<file path="src/rtl/tx_sched_pkg.sv">
// Shared definitions for the Tx DRR frame scheduler.
// State encodings and tuser frame-length field location.
package tx_sched_pkg;

   typedef enum logic [1:0] {
      S_SCAN  = 2'd0,
      S_CHECK = 2'd1,
      S_FWD   = 2'd2
   } state_t;

   localparam int TUSER_LEN_LSB = 0;
   localparam int TUSER_LEN_W   = 16;

   localparam logic [TUSER_LEN_W-1:0] MIN_CHARGE = 16'd1;

endpackage

</file>
<file path="src/rtl/axis_mux_nq.sv">
// NUM_Q:1 AXI-stream mux with ready demux, selected by queue index.
// Valid and ready are gated so only the forwarding state moves data.
module axis_mux_nq #(
   parameter int NUM_Q = 4
) (
   input  logic [2:0]           i_sel,
   input  logic                 i_fwd,
   input  logic [NUM_Q*64-1:0]  i_s_tdata,
   input  logic [NUM_Q*8-1:0]   i_s_tstrb,
   input  logic [NUM_Q*128-1:0] i_s_tuser,
   input  logic [NUM_Q-1:0]     i_s_tvalid,
   input  logic [NUM_Q-1:0]     i_s_tlast,
   output logic [NUM_Q-1:0]     o_s_tready,
   output logic [63:0]          o_m_tdata,
   output logic [7:0]           o_m_tstrb,
   output logic [127:0]         o_m_tuser,
   output logic                 o_m_tvalid,
   output logic                 o_m_tlast,
   input  logic                 i_m_tready,
   output logic                 o_sel_valid
);

   always_comb begin
      o_m_tdata   = '0;
      o_m_tstrb   = '0;
      o_m_tuser   = '0;
      o_m_tlast   = 1'b0;
      o_sel_valid = 1'b0;
      o_s_tready  = '0;
      for (int q = 0; q < NUM_Q; q++) begin
         if (i_sel == 3'(q)) begin
            o_m_tdata     = i_s_tdata[q*64 +: 64];
            o_m_tstrb     = i_s_tstrb[q*8 +: 8];
            o_m_tuser     = i_s_tuser[q*128 +: 128];
            o_m_tlast     = i_s_tlast[q];
            o_sel_valid   = i_s_tvalid[q];
            o_s_tready[q] = i_fwd & i_m_tready;
         end
      end
      o_m_tvalid = i_fwd & o_sel_valid;
   end

endmodule

</file>
<file path="src/rtl/tx_frame_scheduler.sv">
// Deficit-round-robin scheduler sharing the MAC Tx stream among NUM_Q
// frame sources; grants are whole frames, fairness is counted in bytes.
module tx_frame_scheduler
   import tx_sched_pkg::*;
#(
   parameter int NUM_Q     = 4,
   parameter int QUANTUM_W = 16,
   parameter int DEFICIT_W = 17
) (
   input  logic                       clk,
   input  logic                       reset_n,
   input  logic [NUM_Q*64-1:0]        s_axis_tdata,
   input  logic [NUM_Q*8-1:0]         s_axis_tstrb,
   input  logic [NUM_Q*128-1:0]       s_axis_tuser,
   input  logic [NUM_Q-1:0]           s_axis_tvalid,
   input  logic [NUM_Q-1:0]           s_axis_tlast,
   output logic [NUM_Q-1:0]           s_axis_tready,
   output logic [63:0]                m_axis_tdata,
   output logic [7:0]                 m_axis_tstrb,
   output logic [127:0]               m_axis_tuser,
   output logic                       m_axis_tvalid,
   output logic                       m_axis_tlast,
   input  logic                       m_axis_tready,
   input  logic [NUM_Q-1:0]           cfg_enable,
   input  logic [NUM_Q*QUANTUM_W-1:0] cfg_quantum,
   output logic [2:0]                 grant_q,
   output logic                       busy,
   output logic [31:0]                frames_sent
);

   state_t                r_state;
   state_t                w_state_nxt;
   logic [2:0]            r_ptr;
   logic [2:0]            w_ptr_nxt;
   logic [2:0]            w_ptr_adv;
   logic [DEFICIT_W-1:0]  r_deficit [NUM_Q];
   logic [31:0]           r_frames;

   logic                  w_fwd;
   logic                  w_sel_valid;
   logic                  w_sel_en;
   logic [QUANTUM_W-1:0]  w_quantum;
   logic [DEFICIT_W-1:0]  w_def;
   logic [DEFICIT_W:0]    w_sum;
   logic [DEFICIT_W-1:0]  w_def_sat;
   logic [TUSER_LEN_W-1:0] w_len_raw;
   logic [DEFICIT_W-1:0]  w_len;
   logic                  w_def_we;
   logic [DEFICIT_W-1:0]  w_def_nxt;
   logic                  w_frame_done;

   assign w_fwd = (r_state == S_FWD);

   axis_mux_nq #(
      .NUM_Q (NUM_Q)
   ) u_mux (
      .i_sel       (r_ptr),
      .i_fwd       (w_fwd),
      .i_s_tdata   (s_axis_tdata),
      .i_s_tstrb   (s_axis_tstrb),
      .i_s_tuser   (s_axis_tuser),
      .i_s_tvalid  (s_axis_tvalid),
      .i_s_tlast   (s_axis_tlast),
      .o_s_tready  (s_axis_tready),
      .o_m_tdata   (m_axis_tdata),
      .o_m_tstrb   (m_axis_tstrb),
      .o_m_tuser   (m_axis_tuser),
      .o_m_tvalid  (m_axis_tvalid),
      .o_m_tlast   (m_axis_tlast),
      .i_m_tready  (m_axis_tready),
      .o_sel_valid (w_sel_valid)
   );

   always_comb begin
      w_sel_en  = 1'b0;
      w_quantum = '0;
      w_def     = '0;
      for (int q = 0; q < NUM_Q; q++) begin
         if (r_ptr == 3'(q)) begin
            w_sel_en  = cfg_enable[q];
            w_quantum = cfg_quantum[q*QUANTUM_W +: QUANTUM_W];
            w_def     = r_deficit[q];
         end
      end
   end

   assign w_ptr_adv = (r_ptr == 3'(NUM_Q-1)) ? 3'd0 : r_ptr + 3'd1;

   // One extra bit catches the carry so the credit saturates, not wraps
   assign w_sum     = {1'b0, w_def} + (DEFICIT_W+1)'(w_quantum);
   assign w_def_sat = w_sum[DEFICIT_W] ? '1 : w_sum[DEFICIT_W-1:0];

   // Zero-length frames are charged a minimum so the round still advances
   assign w_len_raw = m_axis_tuser[TUSER_LEN_LSB +: TUSER_LEN_W];
   assign w_len     = (w_len_raw < MIN_CHARGE) ? DEFICIT_W'(MIN_CHARGE)
                                               : DEFICIT_W'(w_len_raw);

   always_comb begin
      w_state_nxt  = r_state;
      w_ptr_nxt    = r_ptr;
      w_def_we     = 1'b0;
      w_def_nxt    = w_def;
      w_frame_done = 1'b0;
      unique case (r_state)
         S_SCAN: begin
            w_def_we = 1'b1;
            if (w_sel_en && w_sel_valid) begin
               w_def_nxt   = w_def_sat;
               w_state_nxt = S_CHECK;
            end else begin
               w_def_nxt = '0;
               w_ptr_nxt = w_ptr_adv;
            end
         end
         S_CHECK: begin
            if (!w_sel_valid || !w_sel_en) begin
               w_def_we    = 1'b1;
               w_def_nxt   = '0;
               w_ptr_nxt   = w_ptr_adv;
               w_state_nxt = S_SCAN;
            end else if (w_len <= w_def) begin
               w_def_we    = 1'b1;
               w_def_nxt   = w_def - w_len;
               w_state_nxt = S_FWD;
            end else begin
               w_ptr_nxt   = w_ptr_adv;
               w_state_nxt = S_SCAN;
            end
         end
         S_FWD: begin
            if (m_axis_tvalid && m_axis_tready && m_axis_tlast) begin
               w_frame_done = 1'b1;
               w_state_nxt  = S_CHECK;
            end
         end
         default: w_state_nxt = S_SCAN;
      endcase
   end

   always_ff @(posedge clk or negedge reset_n) begin
      if (!reset_n) begin
         r_state  <= S_SCAN;
         r_ptr    <= '0;
         r_frames <= '0;
         for (int q = 0; q < NUM_Q; q++) begin
            r_deficit[q] <= '0;
         end
      end else begin
         r_state <= w_state_nxt;
         r_ptr   <= w_ptr_nxt;
         if (w_frame_done) begin
            r_frames <= r_frames + 32'd1;
         end
         for (int q = 0; q < NUM_Q; q++) begin
            if (w_def_we && (r_ptr == 3'(q))) begin
               r_deficit[q] <= w_def_nxt;
            end
         end
      end
   end

   assign grant_q     = r_ptr;
   assign busy        = w_fwd;
   assign frames_sent = r_frames;

endmodule

</file>
<file path="config.mk">
export PLATFORM = sky130hd
export DESIGN_NAME = tx_frame_scheduler
export DESIGN_NICKNAME = d
export VERILOG_FILES = /design/src/rtl/tx_sched_pkg.sv /design/src/rtl/axis_mux_nq.sv /design/src/rtl/tx_frame_scheduler.sv
export SDC_FILE = /design/constraint.sdc
export NUM_CORES = 1
export LEC_CHECK = 0
export BUFFER_PORTS_ARGS = -buffer_cell sky130_fd_sc_hd__buf_2
export CAP_MARGIN = 40
export CORE_AREA = 2 2 433 435
export CTS_CLUSTER_SIZE = 14
export DETAILED_ROUTE_END_ITERATION = 12
export DIE_AREA = 0 0 435 437
export SKIP_CTS_REPAIR_TIMING = 1
export SLEW_MARGIN = 5
export SYNTH_ARGS = -nofsm -noshare
export SYNTH_HDL_FRONTEND = slang
export SYNTH_HIERARCHICAL = 1
export SYNTH_SLANG_ARGS = --single-unit
</file>
<file path="constraint.sdc">
create_clock -name clk -period 4.35 [get_ports clk]
set_input_delay 0.87 -clock clk [delete_from_list [all_inputs] [get_ports clk]]
set_output_delay 0.87 -clock clk [all_outputs]
set_load 0.02 [all_outputs]
</file>
Yosys cells after proc, flatten, opt, wreduce, memory -nomap -nowiden

Index checks and enable logic that the tools add are counted.

Output and inout port bits: 242
Input port bits: 879
Word-level logic and storage cells: 96
Bits in registers: 105

Magnitude comparators: 2
Add/sub/neg operators: 4
Muxes and demuxes: 57
Bitwise operators: 2
Equality and inequality tests: 9
Reduce and logical (&&, ||, !) cells: 15

Operators with widths:

| cell                    | number |
|---|---|
| $mux W128               | 4 |
| $mux W64                | 4 |
| $mux W17                | 8 |
| $mux W16                | 5 |
| $pmux W17 S2            | 1 |
| $add A32 B1 Y32 const B | 1 |
| $mux W8                 | 4 |
| $mux W1                 | 20 |
| $add A17 B16 Y18        | 1 |
| $le A16 B17 Y1          | 1 |
| $sub A17 B16 Y17        | 1 |
| $lt A16 B1 Y1 const B   | 1 |
| $mux W3                 | 4 |
| $mux W2                 | 4 |
| $logic_and A1 B1 Y1     | 7 |
| $eq A3 B2 Y1 const B    | 2 |
| $ne A2 B2 Y1 const B    | 3 |
| $pmux W2 S3             | 1 |
| $pmux W3 S2             | 1 |
| $add A3 B1 Y3 const B   | 1 |
| $eq A3 B1 Y1 const B    | 1 |
| $logic_not A3 Y1        | 1 |
| $ne A3 B3 Y1 const B    | 1 |
| $reduce_and A3 Y1       | 1 |
| 9 further kinds         | 11 |

Logic depth before layout (Yosys ltp)

Gate-level depths: netlist (run 1).

Word-level depth: 12
Mapped depth: 20
Depth with buffers taken out: 18

Cells and area by module

The synthesis (run 1) kept the hierarchy.

Modules (own cells, without submodules):

| module             | instances | area each (µm²) | sequential area each (µm²) | cells an instance |
|---|---|---|---|---|
| tx_frame_scheduler | 1         | 7166.9          | 2627.5                     | 789 |
| axis_mux_nq        | 1         | 6287.3          | 0.0                        | 708 |

Least setup slack after synthesis (run 1)

No wires, ideal clock.

Path type: reg-to-reg
Start: register r_ptr[0], in the netlist grant_q[0]
End: register r_deficit[10] in the netlist's numbering
Stages on the path, launching flop included: 19
Path slack: -0.169 ns
Setup time: 0.125 ns
Data required time: 4.225 ns
Buffers on the path: 3
Period minus slack after synthesis: 4.519 ns
Arrival time: 4.395 ns
Cells stage by stage: dfrtp_1 inv_1 ha_1 nor2b_1 clkbuf_1 buf_1 a221o_1 o21ai_0 o21ai_0 ha_1 a21oi_1 nor2_1 o311ai_4 o211ai_1 o21ai_2 buf_4 a21oi_1 a221o_1 mux2_2

Longest elaborated chain between the ends: 12
Elaborated cells between the ends (all ways): 42
Classes of those cells: 2 x add/sub; 2 x order compare; 3 x eq/ne; 29 x mux; 6 x reduce/logical

RTL lines:

| item                          | RTL line                                    | source |
|---|---|---|
| start, declared               | tx_frame_scheduler.sv:33                    | `logic [2:0] r_ptr;` |
| start signal, assigned        | tx_frame_scheduler.sv:150                   | `r_ptr <= w_ptr_nxt;` |
| $logic_not A3 Y1              | axis_mux_nq.sv:31, tx_frame_scheduler.sv:79 |  |
| $mux W128 (4 in series)       | axis_mux_nq.sv:31                           | `if (i_sel == 3'(q)) begin` |
| $lt A16 B1 Y1                 | tx_frame_scheduler.sv:95                    | `assign w_len = (w_len_raw < MIN_CHARGE) ? DEFICIT_W'(MIN_CHARGE)` |
| $mux W16                      | tx_frame_scheduler.sv:95                    |  |
| $le A16 B17 Y1                | tx_frame_scheduler.sv:121                   | `end else if (w_len <= w_def) begin` |
| $mux W1                       | tx_frame_scheduler.sv:121                   |  |
| $mux W1                       | tx_frame_scheduler.sv:116                   | `if (!w_sel_valid \|\| !w_sel_en) begin` |
| $pmux W1 S2                   | tx_frame_scheduler.sv:104                   | `unique case (r_state)` |
| $logic_and A1 B1 Y1           | tx_frame_scheduler.sv:155                   | `if (w_def_we && (r_ptr == 3'(q))) begin` |
| end signal, assigned by index | tx_frame_scheduler.sv:156                   | `r_deficit[q] <= w_def_nxt;` |
| end, declared                 | tx_frame_scheduler.sv:36                    | `logic [DEFICIT_W-1:0] r_deficit [NUM_Q];` |

Several ways; a longest one is shown, not always the timed one.
A chain may end at the register's enable or synchronous reset.

Worst setup path after layout (run 1)

Start: register r_ptr[1], in the netlist grant_q[1]
End: register r_deficit[62] in the netlist's numbering

Longest elaborated chain between the ends: 12
Elaborated cells between the ends (all ways): 42
Classes of those cells: 2 x add/sub; 2 x order compare; 3 x eq/ne; 29 x mux; 6 x reduce/logical

RTL lines:

| item                    | RTL line |
|---|---|
| $logic_not A3 Y1        | axis_mux_nq.sv:31, tx_frame_scheduler.sv:79, tx_frame_scheduler.sv:155 |
| $mux W128 (4 in series) | axis_mux_nq.sv:31 |
| $lt A16 B1 Y1           | tx_frame_scheduler.sv:95 |
| $mux W16                | tx_frame_scheduler.sv:95 |
| $le A16 B17 Y1          | tx_frame_scheduler.sv:121 |
| $mux W1                 | tx_frame_scheduler.sv:121 |
| $mux W1                 | tx_frame_scheduler.sv:116 |
| $pmux W1 S2             | tx_frame_scheduler.sv:104 |
| $logic_and A1 B1 Y1     | tx_frame_scheduler.sv:155 |

Several ways; a longest one is shown, not always the timed one.

==> results of run 1 <==
routing by layer:
layer  vias up  share of wire  track usage
met5         -         0.0026            0
met4        60          0.068       0.0944
met3       347          0.067       0.0399
met2       966           0.50        0.285
met1      9101           0.36        0.175
li1       8541              -            -
final cells by class:
type | instances | area, sq um | share of cell area
clock inverters | 7 | 86.3 | 0.00348
multi-input cells | 1243 | 10300 | 0.416
diodes | 123 | 308 | 0.0124
well taps | 2480 | 3100 | 0.125
repair buffers | 1424 | 8050 | 0.324
inverters | 27 | 106 | 0.00428
flip-flops and latches | 105 | 2630 | 0.106
clock buffers | 9 | 225 | 0.00907
state kept, by name, indices dropped and copies added (netlist names):
register / count
r_state: 2
r_deficit: 68
frames_sent: 32
grant_q: 3
synthesized netlist by cell type, drive strengths merged (5+ instances only):
| library cell | count | share of area |
|---|---|---|
| dfrtp | 105 | 0.20 |
| mux2i | 406 | 0.30 |
| o22ai | 207 | 0.11 |
| or2 | 10 | 0.0046 |
| a21oi | 43 | 0.016 |
| nor2b | 12 | 0.0056 |
| mux2 | 34 | 0.028 |
| o22a | 9 | 0.0059 |
| xor2 | 18 | 0.012 |
| a21o | 13 | 0.0073 |
| a211oi | 9 | 0.0050 |
| and3 | 9 | 0.0043 |
| nand2 | 91 | 0.025 |
| o21bai | 5 | 0.0028 |
| ha | 37 | 0.034 |
| inv | 27 | 0.0075 |
| nand4 | 10 | 0.0046 |
| a221o | 33 | 0.025 |
| nand2b | 11 | 0.0051 |
| nor3 | 18 | 0.0071 |
| o21ai | 108 | 0.041 |
| xnor2 | 37 | 0.024 |
| clkbuf | 29 | 0.0092 |
| nor2 | 39 | 0.012 |
| and4 | 6 | 0.0039 |
| buf | 94 | 0.055 |
| o211ai | 5 | 0.0032 |
| nand3 | 23 | 0.0089 |
how the worst max path moves through the flow:
stage,start,endpoint,slack [ns],cells past startpoint
after detailed placement,s_axis_tuser[270],r_deficit[46]$_DFFE_PN0P_,-0.47,17
after floorplan,grant_q[0]$_DFFE_PN0P_,r_deficit[10]$_DFFE_PN0P_,0.01,18
final,grant_q[1]$_DFFE_PN0P_,r_deficit[62]$_DFFE_PN0P_,0.08,19
after global placement,s_axis_tuser[396],r_deficit[46]$_DFFE_PN0P_,-0.49,16
after CTS,grant_q[1]$_DFFE_PN0P_,r_deficit[38]$_DFFE_PN0P_,-0.29,18
after global routing,grant_q[1]$_DFFE_PN0P_,r_deficit[38]$_DFFE_PN0P_,-0.04,21
power by group through the flow:
stage               sequential (mW)  clock (mW)  combinational (mW)
finish                         1.39       0.911                18.8
global route                   1.41       0.981                20.0
detailed placement             1.39           0                17.8
floorplan                      1.36           0                9.87
CTS                            1.37       0.961                17.9
global placement               1.38           0                17.8
kinds of logic (layout without fill, tap and decap cells):
logic type / count (synthesis) / after routing / share of synthesized area
flip-flops: 105 / 105 / 0.195
multiplexers: 440 / 440 / 0.331
XOR/XNOR: 55 / 55 / 0.0358
AO/OA/AOI/OAI: 467 / 467 / 0.242
buffers and inverters: 150 / 1467 / 0.0714
AND/OR/NAND/NOR: 241 / 242 / 0.0875
adder cells (fa/ha/maj): 39 / 39 / 0.0374
other: 0 / 123 / 0
per-stage QoR:
stage | hold slack (ns) | power [mW] | instance area [sq um]
4_1_cts | 0.439 | 20.2 | 23900
3_3_place_gp | 0.457 | 19.2 | 23600
6_report | 0.452 | 21.1 | 24800
5_1_grt | 0.475 | 22.4 | 24800
2_1_floorplan | 0.444 | 11.2 | 13500
3_5_place_dp | 0.458 | 19.2 | 23600
==> results.yml, run 1 <==
cells_and_area:
  final_cell_mix: "buf_2 (1119), mux2i_1 (402), buf_4 (288), o22ai_1 (171), dfrtp_1 (103)"
  layout.cells.non_filler: 5418
  layout_commonest_cell: "buf_2"
  drive_above_1_share: 0.569
  areaGrowthSynthToFinish_pct: 84.7
  fillers: 21600
  nets: 3728
  final_core_util: 0.134
drt:
  drtIter0Drc: 1282
  wire_per_inst_um: 29.9
  routed_wl_um: 162000
  vias_per_cell: 3.51
  dr.pass1.iters: 5
  drt.antenna.violating_nets: 0
  drc: 0
  vias: 19000
power_and_ir_drop:
  power_density_nw_per_um2: 850
  p_switching_mw: 11.7
  p_leak_nw: 12.2
  clkPwrFrac: 0.043
  internal_power_mw: 9.45
  switching_share: 0.553
  pwr-share-comb: 0.891
  p_seq_frac: 0.066
  ir_worst_vdd_v: 0.000311
synthesis:
  synth_nets: 2415
  syn_area_per_cell_sq_um: 8.99
  synth.distinct_cells: 75
  ys_ff_latch: 105
  syn_area_sq_um: 13500
  synth_flop_cell: "dfrtp_1"
  synth_edf_count: 0
  yosysWarnings: 6
  synthCells: 1497
  seq_area_frac_synth: 0.195
  async_flop_share: 1.00
timing:
  max_freq_ghz: 0.234
  post-route-period-util: 0.982
  hold_viol: 0
  finalMaxSlewViolations: 0
  worst_pin_slew_ns: 0.861
  period_needed_ns: 4.27
  finalWorstSetupSlack_ns: 0.0793
  setup-tns-final_ns: 0
  relSlewSlack: 0.426
  finalSetupViolations: 0
  clock_skew_ns: 0.0248
worst_setup_path:
  cp-start-kind: "flip-flop"
  worstPathCellList: "inv_4 > ha_4 > nor2b_4 > buf_6 > buf_4 > a221o_1 > o21ai_1 > o21ai_1 > ha_4 > buf_4 > nand3_2 > nor2_4 > o311ai_4 > o211ai_1 > o21ai_2 > buf_6 > a21oi_1 > a2111o_1 > mux2_2"
  r2r_slack_ns: 0.08
  endpoint_kind: "flip-flop"
  worst_ep_arrival_time_ns: 4.56
  worst-endpoint-required_ns: 4.64
  critical_path_class: "flip-flop to flip-flop"
  slowest_stage: "dfrtp_4"
  cp_slowest_stage_delay_ns: 0.53
  critical-path-top-delay-family: "compound AO/OA/AOI/OAI gates"
  cp_max_fo: 9
  r2r-start: "grant_q[1]$_DFFE_PN0P_"
  r2r-end: "r_deficit[62]$_DFFE_PN0P_"
  reg2regPathDepth: 19
  path_buf_inv: 5
clock_tree:
  clock_path_buffers: 2
  root_buffer: "clkbuf_16"
  clk_pin_slew_worst_paths_ns: 0.10
  cts_tree: "yes"
  htreeDepth: 3
  clock_sinks: 105
  cts_buffers: 9
  worstSkewPairLatency_ns: 0.41
die:
  die_h_um: 437
  start_util: 0.0727
  coreArea_sq_um: 185000
  ioPinCount: 1121
  die-area_sq_um: 190000
  die-width_um: 435
  rows: 158
placed_design:
  hpwl_um: 147000
  dp_slack_ns: -0.473
  port_buffers: 1120
  gp_congestion: 1.05
  place_inst: 5259
grt:
  grt_max_degree: 101
  grt_util_all_layers: 0.162
  grt_pass1_vias: 18600
  antenna_found_initial: 172
  overflow: 0
  grt_pass1_wl_um: 200000
run:
  drv_cap: 0
hold_path:
  hp-class: "input port to async pin"
run_status:
  status: "completed"
Note: power is estimated with default switching activity, not from simulation.
==> run 2: changes to the inputs <==
Settings changed: PLACE_DENSITY_LB_ADDON set to 0.25, SETUP_SLACK_MARGIN set to 0.15.
==> results.yml, run 2 (synthesis results as in run 1) <==
worst_setup_path:
  cp_slowest_stage_delay_ns: 0.55
  worst_ep_arrival_time_ns: 4.63
  slowest_stage: "dfrtp_4"
  worstPathCellList: "buf_12 > buf_12 > mux2i_4 > buf_6 > o22ai_4 > nor4_4 > a41o_1 > ha_4 > buf_4 > buf_6 > nor2b_4 > o31ai_4 > a21oi_2 > o31a_1 > nor2_4 > a21oi_2 > a2111o_1 > mux2_4"
  cp-start-kind: "flip-flop"
  endpoint_kind: "flip-flop"
  cp_max_fo: 6
  worst-endpoint-required_ns: 4.64
  critical_path_class: "flip-flop to flip-flop"
  path_buf_inv: 5
  critical-path-top-delay-family: "compound AO/OA/AOI/OAI gates"
grt:
  grt_pass1_wl_um: 189000
  grt_max_degree: 116
  grt_pass1_vias: 18200
  antenna_found_initial: 132
  grt_util_all_layers: 0.149
  overflow: 0
drt:
  vias: 18800
  routed_wl_um: 153000
  dr.pass1.iters: 5
  drc: 0
  vias_per_cell: 3.50
  drtIter0Drc: 1075
  drt.antenna.violating_nets: 0
  wire_per_inst_um: 28.4
cells_and_area:
  final_core_util: 0.139
  layout.cells.non_filler: 5373
  drive_above_1_share: 0.597
  layout_commonest_cell: "buf_2"
  areaGrowthSynthToFinish_pct: 90.9
  design_area_sq_um: 25700
  largest_register_ff_count: 68
  final_cell_mix: "buf_2 (1120), mux2i_1 (400), buf_4 (284), o22ai_1 (164), dfrtp_1 (103)"
  fillers: 21400
  regMostFlops: "r_deficit"
  nets: 3768
timing:
  finalWorstSetupSlack_ns: 0.00850
  hold_viol: 0
  holdWs_ns: 0.322
  finalSetupViolations: 0
  clock_skew_ns: 0.0173
  rsz0062_at_grt: "true"
  max_freq_ghz: 0.230
  finalMaxSlewViolations: 0
  period_needed_ns: 4.34
  worst_pin_slew_ns: 0.728
  post-route-period-util: 0.998
  relSlewSlack: 0.501
  setup-tns-final_ns: 0
placed_design:
  place_inst: 5256
  port_buffers: 1120
  gp_congestion: 1.02
  hpwl_um: 135000
  dp_slack_ns: -0.793
  placed_area_sq_um: 23600
run:
  drv_cap: 0
power_and_ir_drop:
  p_switching_mw: 12.2
  internal_power_mw: 10.3
  p_seq_frac: 0.062
  clkPwrFrac: 0.042
  power_mw: 22.5
  pwr-share-comb: 0.897
  switching_share: 0.542
  power_density_nw_per_um2: 875
  ir_worst_vdd_v: 0.000359
  p_leak_nw: 12.6
die:
  die-width_um: 435
  coreArea_sq_um: 185000
  rows: 158
  die-area_sq_um: 190000
  die_h_um: 437
  start_util: 0.0727
  ioPinCount: 1121
clock_tree:
  root_buffer: "clkbuf_16"
  worstSkewPairLatency_ns: 0.40
  cts_tree: "yes"
  clk_pin_slew_worst_paths_ns: 0.09
  cts_buffers: 9
  htreeDepth: 3
  clock_sinks: 105
  clock_path_buffers: 2
hold_path:
  hp-class: "input port to async pin"
run_status:
  status: "completed"
## run 2: changes by cell type in the layout (fill, tap and decap cells not counted), sizes merged
| cell | before | now |
|---|---|---|
| clkbuf | 10 | 12 |
| inv | 31 | 30 |
| nand2b | 11 | 12 |
| buf | 1423 | 1453 |
| clkinvlp | 0 | 1 |
| diode | 123 | 38 |
| nor2b | 12 | 14 |
| nor2 | 40 | 43 |
| or2 | 10 | 12 |
## run 2: final timing paths
path	slack [ns]	from	depth (start not counted)	end
worst max-delay path	0.008	grant_q[1]$_DFFE_PN0P_	18	r_deficit[28]$_DFFE_PN0P_
worst min-delay path	0.32	reset_n	1	frames_sent[26]$_DFFE_PN0P_
worst max register to register	0.008	grant_q[1]$_DFFE_PN0P_	18	r_deficit[28]$_DFFE_PN0P_
worst min register to register	0.47	frames_sent[31]$_DFFE_PN0P_	1	frames_sent[31]$_DFFE_PN0P_
max in group asynchronous	3.18	reset_n	3	grant_q[1]$_DFFE_PN0P_
min in group clk	0.47	frames_sent[31]$_DFFE_PN0P_	1	frames_sent[31]$_DFFE_PN0P_
## run 2: power groups by stage
stage | clock [mW] | sequential [mW] | combinational [mW]
after floorplan | 0 | 1.36 | 9.92
after global placement | 0 | 1.39 | 17.6
after detailed placement | 0 | 1.38 | 17.6
after CTS | 0.992 | 1.36 | 17.7
after global routing | 1.02 | 1.42 | 21.3
final | 0.934 | 1.39 | 20.2
## run 2: layout make-up
type	count	area [sq um]	share of cell area
Antenna cell	38	95.1	0.00370
Clock buffer	9	225	0.00877
Clock inverter	7	86.3	0.00336
Inverter	27	110	0.00429
Multi-Input combinational cell	1251	10900	0.424
Sequential cell	105	2630	0.102
Tap cell	2480	3100	0.121
Timing Repair Buffer	1456	8550	0.333
## run 2: routing by layer
metal / track usage / vias up / wire length, um
met5: 0 / - / 177
met4: 0.0440 / 26 / 5210
met3: 0.0348 / 221 / 10500
met2: 0.234 / 862 / 68200
met1: 0.202 / 9132 / 68500
li1: - / 8558 / -
